$ cat src/rtl/dsp_mac_stream.sv
// Streaming signed pre-add / multiply / accumulate engine with per-frame dump,
// valid/ready flow control, round-half-up right shift and output saturation.
module dsp_mac_stream #(
    parameter int NBA   = 24,
    parameter int NBB   = 18,
    parameter int NBACC = 48,
    parameter int NBP   = 24,
    parameter int S     = 0,
    parameter int LW    = 8
) (
    input  logic                  clock,
    input  logic                  reset_n,
    input  logic [LW-1:0]         len,
    input  logic                  presub,
    input  logic                  in_valid,
    output logic                  in_ready,
    input  logic signed [NBA-1:0] a,
    input  logic signed [NBA-1:0] d,
    input  logic signed [NBB-1:0] b,
    output logic                  out_valid,
    input  logic                  out_ready,
    output logic [NBP-1:0]        p,
    output logic                  sat
);
    // Handshake: a beat moves in on an edge with in_valid & in_ready, a result
    // moves out on an edge with out_valid & out_ready; a blocked output freezes
    // every stage, so in_ready is simply the absence of that stall.
    localparam logic signed [NBACC:0] RND  = (S > 0) ? ((NBACC+1)'(1) <<< ((S > 0) ? S - 1 : 0)) : '0;
    localparam logic signed [NBACC:0] PMAX = (NBACC+1)'({1'b0, {(NBP-1){1'b1}}});
    localparam logic signed [NBACC:0] PMIN = -PMAX - 1;

    logic stall, accept;
    assign stall    = out_valid & ~out_ready;
    assign in_ready = ~stall;
    assign accept   = in_valid & in_ready;

    logic [LW-1:0] cnt, len_q, len_new, len_eff;
    logic          tag_first, tag_last;
    assign len_new   = (len == '0) ? LW'(1) : len;
    assign len_eff   = (cnt == '0) ? len_new : len_q;
    assign tag_first = (cnt == '0);
    assign tag_last  = (cnt == len_eff - LW'(1));

    logic                  v0, f0, l0, ps0;
    logic signed [NBA-1:0] a0, d0;
    logic signed [NBB-1:0] b0, b1;
    logic                  v1, f1, l1;
    logic signed [NBA:0]   ad1;
    logic                  v2, f2, l2;
    logic signed [NBACC-1:0] m2, acc;

    logic signed [NBA:0]     ad_c;
    logic signed [NBACC-1:0] m_c, acc_n;
    logic signed [NBACC:0]   r_c;
    logic                    hi_c, lo_c;

    always_comb begin
        ad_c  = ps0 ? ((NBA+1)'(a0) - (NBA+1)'(d0)) : ((NBA+1)'(a0) + (NBA+1)'(d0));
        m_c   = NBACC'(ad1) * NBACC'(b1);
        acc_n = f2 ? m2 : acc + m2;
        r_c   = ((NBACC+1)'(acc_n) + RND) >>> S;
        hi_c  = (r_c > PMAX);
        lo_c  = (r_c < PMIN);
    end

    always_ff @(posedge clock or negedge reset_n) begin
        if (!reset_n) begin
            cnt   <= '0;
            len_q <= '0;
        end else if (accept) begin
            if (tag_first) len_q <= len_new;
            cnt <= tag_last ? '0 : cnt + LW'(1);
        end
    end

    always_ff @(posedge clock or negedge reset_n) begin
        if (!reset_n) begin
            {v0, f0, l0, ps0} <= '0;
            a0 <= '0; d0 <= '0; b0 <= '0;
            {v1, f1, l1} <= '0;
            ad1 <= '0; b1 <= '0;
            {v2, f2, l2} <= '0;
            m2 <= '0;
        end else if (!stall) begin
            v0 <= accept;
            if (accept) begin
                f0  <= tag_first;
                l0  <= tag_last;
                ps0 <= presub;
                a0  <= a;
                d0  <= d;
                b0  <= b;
            end
            v1  <= v0;
            f1  <= f0;
            l1  <= l0;
            ad1 <= ad_c;
            b1  <= b0;
            v2  <= v1;
            f2  <= f1;
            l2  <= l1;
            m2  <= m_c;
        end
    end

    // Accumulator and result register share the stall; out_valid is re-armed
    // only by a frame's last product, so an unrefilled transfer clears it.
    always_ff @(posedge clock or negedge reset_n) begin
        if (!reset_n) begin
            acc       <= '0;
            p         <= '0;
            sat       <= 1'b0;
            out_valid <= 1'b0;
        end else if (!stall) begin
            if (v2) acc <= acc_n;
            out_valid <= v2 & l2;
            if (v2 && l2) begin
                p   <= NBP'(hi_c ? PMAX : (lo_c ? PMIN : r_c));
                sat <= hi_c | lo_c;
            end
        end
    end
endmodule
$ cat config.mk
export PLATFORM = sky130hd
export DESIGN_NAME = dsp_mac_stream
export DESIGN_NICKNAME = d
export VERILOG_FILES = /design/src/rtl/dsp_mac_stream.sv
export SDC_FILE = /design/constraint.sdc
export NUM_CORES = 2
export LEC_CHECK = 0
export CAP_MARGIN = 20
export CORE_ASPECT_RATIO = 0.5
export CORE_MARGIN = 2
export CORE_UTILIZATION = 65
export CTS_CLUSTER_DIAMETER = 80
export DETAILED_ROUTE_END_ITERATION = 16
export GPL_ROUTABILITY_DRIVEN = 0
export PLACE_DENSITY = 0.95
export RECOVER_POWER = 25
export SLEW_MARGIN = 20
export SYNTH_ARGS = -nofsm -noshare
export SYNTH_HDL_FRONTEND = slang
export SYNTH_SLANG_ARGS = --single-unit
$ cat constraint.sdc
create_clock -name clock -period 11.4 [get_ports clock]
set_input_delay 1.14 -clock clock [delete_from_list [all_inputs] [get_ports clock]]
set_output_delay 1.14 -clock clock [all_outputs]
set_load 0.02 [all_outputs]
==> results.sh <==
export IMPL_max_cap_violations=1
export IMPL_port_buffers=105
export IMPL_final_cell_mix="nand2_1, inv_1, fa_1"
export IMPL_grt_pass1_wl_um=137100
export IMPL_crit_arrival_ns=8.23
export IMPL_synth_cells=3438
export IMPL_synth_seq_cells=252
export IMPL_antenna_found_initial=1
export IMPL_cts_setup_buffers=0
export IMPL_clock_latency_ns=0.57
export IMPL_slew_headroom_pct=-275.5
export IMPL_die_w_um=313.1
export IMPL_viasPerCell=6.346
export IMPL_ys_flop_type="dfrtp_1"
export IMPL_remaining_drc_errors=0
export IMPL_nets=4116
export IMPL_postSynth_asyncResetShare_pct=100.0
export IMPL_hp_class="register to register"
export IMPL_cts_buffers=27
export IMPL_final_common_cell="nand2_1"
export IMPL_fill_cells=2893
export IMPL_grt_overflow=0
export IMPL_hold_depth=2
export IMPL_multi_input_area_um2=22020
export IMPL_critPathCaptureType="register"
export IMPL_drt_initial_drc_count=3373
export IMPL_cp_required_ns=11.79
export IMPL_clockRootBuffer="clkbuf_16"
export IMPL_clock_path_buffers=3
export IMPL_setup_viol=0
export IMPL_cts_clk_slew_worst_paths_ns=0.07
export IMPL_ys_seq_area_share_pct=20.31
export IMPL_track_usage_pct=35.01
export IMPL_timing_hold_ws_ns=0.4741
export IMPL_wirelength_um=85230
export IMPL_layout_setup_ws_ns=3.561
export IMPL_io_pin_count=106
export IMPL_path_class="register to register"
export IMPL_max_freq_ghz=0.1276
export IMPL_cts_resized=0
export IMPL_drt_pass1_iter_count=8
export IMPL_setup_tns_ns=0
export IMPL_cts_sinks=252
export IMPL_post_synth_num_cell_types=91
export IMPL_cts_tree="done"
export IMPL_rows=56
export IMPL_post_route_min_period_ns=7.839
export IMPL_ant_nets=0
export IMPL_grt_max_degree=105
export IMPL_cts_hold_buffers_added=0
export IMPL_hold_viol=0
export IMPL_synthesis_area_um2=31050
export IMPL_cts_htree_levels=1
export IMPL_routedWlPerCell_um=20.94
export IMPL_clock_skew_ns=0.01752
export IMPL_synth_edff_count=0
export IMPL_grt_pass1_vias=26966
export IMPL_r2r_cells=23
export IMPL_synth_warnings=0
export IMPL_start_util_pct=66.05
export IMPL_min_period_over_period_pct=68.77
export IMPL_violations="capacitance limit, slew limit"
export IMPL_dpl_hpwl_um=63280
export IMPL_die_area_um2=49640
export IMPL_coreArea_um2=47020
export IMPL_drive_gt1_share_pct=6.121
export IMPL_dpl_worst_slack_ns=3.865
export IMPL_vias=25829
export IMPL_start_kind="register"
export IMPL_rsz0062_at_grt="no"
export IMPL_path_max_fanout=26
export IMPL_regArea_um2=6310
export IMPL_synthesis_nets=4142
export IMPL_drv_slew=102
export IMPL_status="finished, violations left"
export IMPL_post_synth_cell_area_avg_um2=9.032
export IMPL_syn2layout_area_growth_pct=6.999
export IMPL_tightest_slew_ns=5.633
export IMPL_fin_util_pct=70.67
export IMPL_die_h_um=158.6
-- worst max-delay path: stages, from the launching register on --
cell	delay, ns
dfrtp_1	1.16
nand2_1	0.20
fa_1	0.55
fa_1	0.54
inv_1	0.07
ha_1	0.29
inv_1	0.08
fa_1	0.53
inv_1	0.06
fa_1	0.49
inv_1	0.06
fa_1	0.54
inv_1	0.04
ha_1	0.36
a2111oi_0	0.89
nand2_1	0.10
o21ai_0	0.17
a311oi_1	0.17
o2111a_1	0.36
a2111o_1	0.35
a21oi_1	0.27
o21ai_0	0.15
xnor2_1	0.15
a21oi_1	0.08
-- flip-flops by register name (all words and copies together), names as in the netlist --
name and cells:
a0 24, acc 48, ad1 25, b0 18, b1 18, cnt 8
d0 24, f0 1, f1 1, f2 1, l0 1, l1 1
l2 1, len_q 8, m2 43, out_valid 1, p 24, ps0 1
sat 1, v0 1, v1 1, v2 1
-- synthesized netlist by cell type (15+ instances only) --
| cell | instances | share of area (%) |
|---|---|---|
| nand4_1 | 19 | 0.38 |
| nand2_1 | 539 | 6.5 |
| nor2_1 | 173 | 2.1 |
| o211ai_1 | 16 | 0.39 |
| a21oi_1 | 142 | 2.3 |
| nor3_1 | 34 | 0.55 |
| o21bai_1 | 16 | 0.39 |
| xnor2_1 | 74 | 2.1 |
| nor2b_1 | 15 | 0.30 |
| a31oi_1 | 17 | 0.34 |
| fa_1 | 443 | 29 |
| nand3_1 | 33 | 0.53 |
| xor2_1 | 44 | 1.2 |
| a211oi_1 | 17 | 0.41 |
| a21o_1 | 48 | 1.2 |
| clkbuf_1 | 144 | 1.7 |
| ha_1 | 182 | 7.3 |
| dfrtp_1 | 252 | 20 |
| and2_1 | 173 | 3.5 |
| mux2i_1 | 16 | 0.52 |
| inv_1 | 537 | 6.5 |
| nand2b_1 | 22 | 0.44 |
| o21ai_0 | 143 | 2.3 |
| mux2_2 | 86 | 3.1 |
-- stage by stage --
stage               instances  cell area (um^2)
floorplan                3438             31050
global placement         4021             32280
detailed placement       4021             32280
CTS                      4069             33230
global route             4069             33220
finish                   4070             33230
-- final cells by class --
cell class                 instances  area share (%)
antenna                            1        0.007532
clock inverter                    12          0.5272
sequential                       252           18.99
multi-input combinational       2477           66.27
clock buffer                      36           2.316
inverter                         538           6.082
timing repair buffer             116           3.404
tap                              638           2.403
-- metal layers --
metal	wire [um]	global-route usage [%]
met1	30700	42.91
met2	38410	56.94
met3	10540	10.07
met4	5532	18.52
met5	60	0.8893
-- final timing paths --
path | start | to | slack [ns]
worst max-delay path | b1[2] | m2[41] | 3.56
worst min-delay path | b0[16] | b1[16] | 0.47
worst max register to register | b1[2] | m2[41] | 3.56
worst min register to register | b0[16] | b1[16] | 0.47
max in group asynchronous | reset_n | f2 | 5.23
min in group asynchronous | reset_n | acc[42] | 2.63
-- cell families after synthesis --
group	synth area share [%]
fa+ha+maj	35.89
flops	20.31
mux	3.634
simple gates	16.60
buf+inv	8.824
compound gates	11.42
xor+xnor	3.328
Power is left out: the tool's default activity adds up to more than one toggle a clock period on the data nets, which glitch-free logic cannot reach.
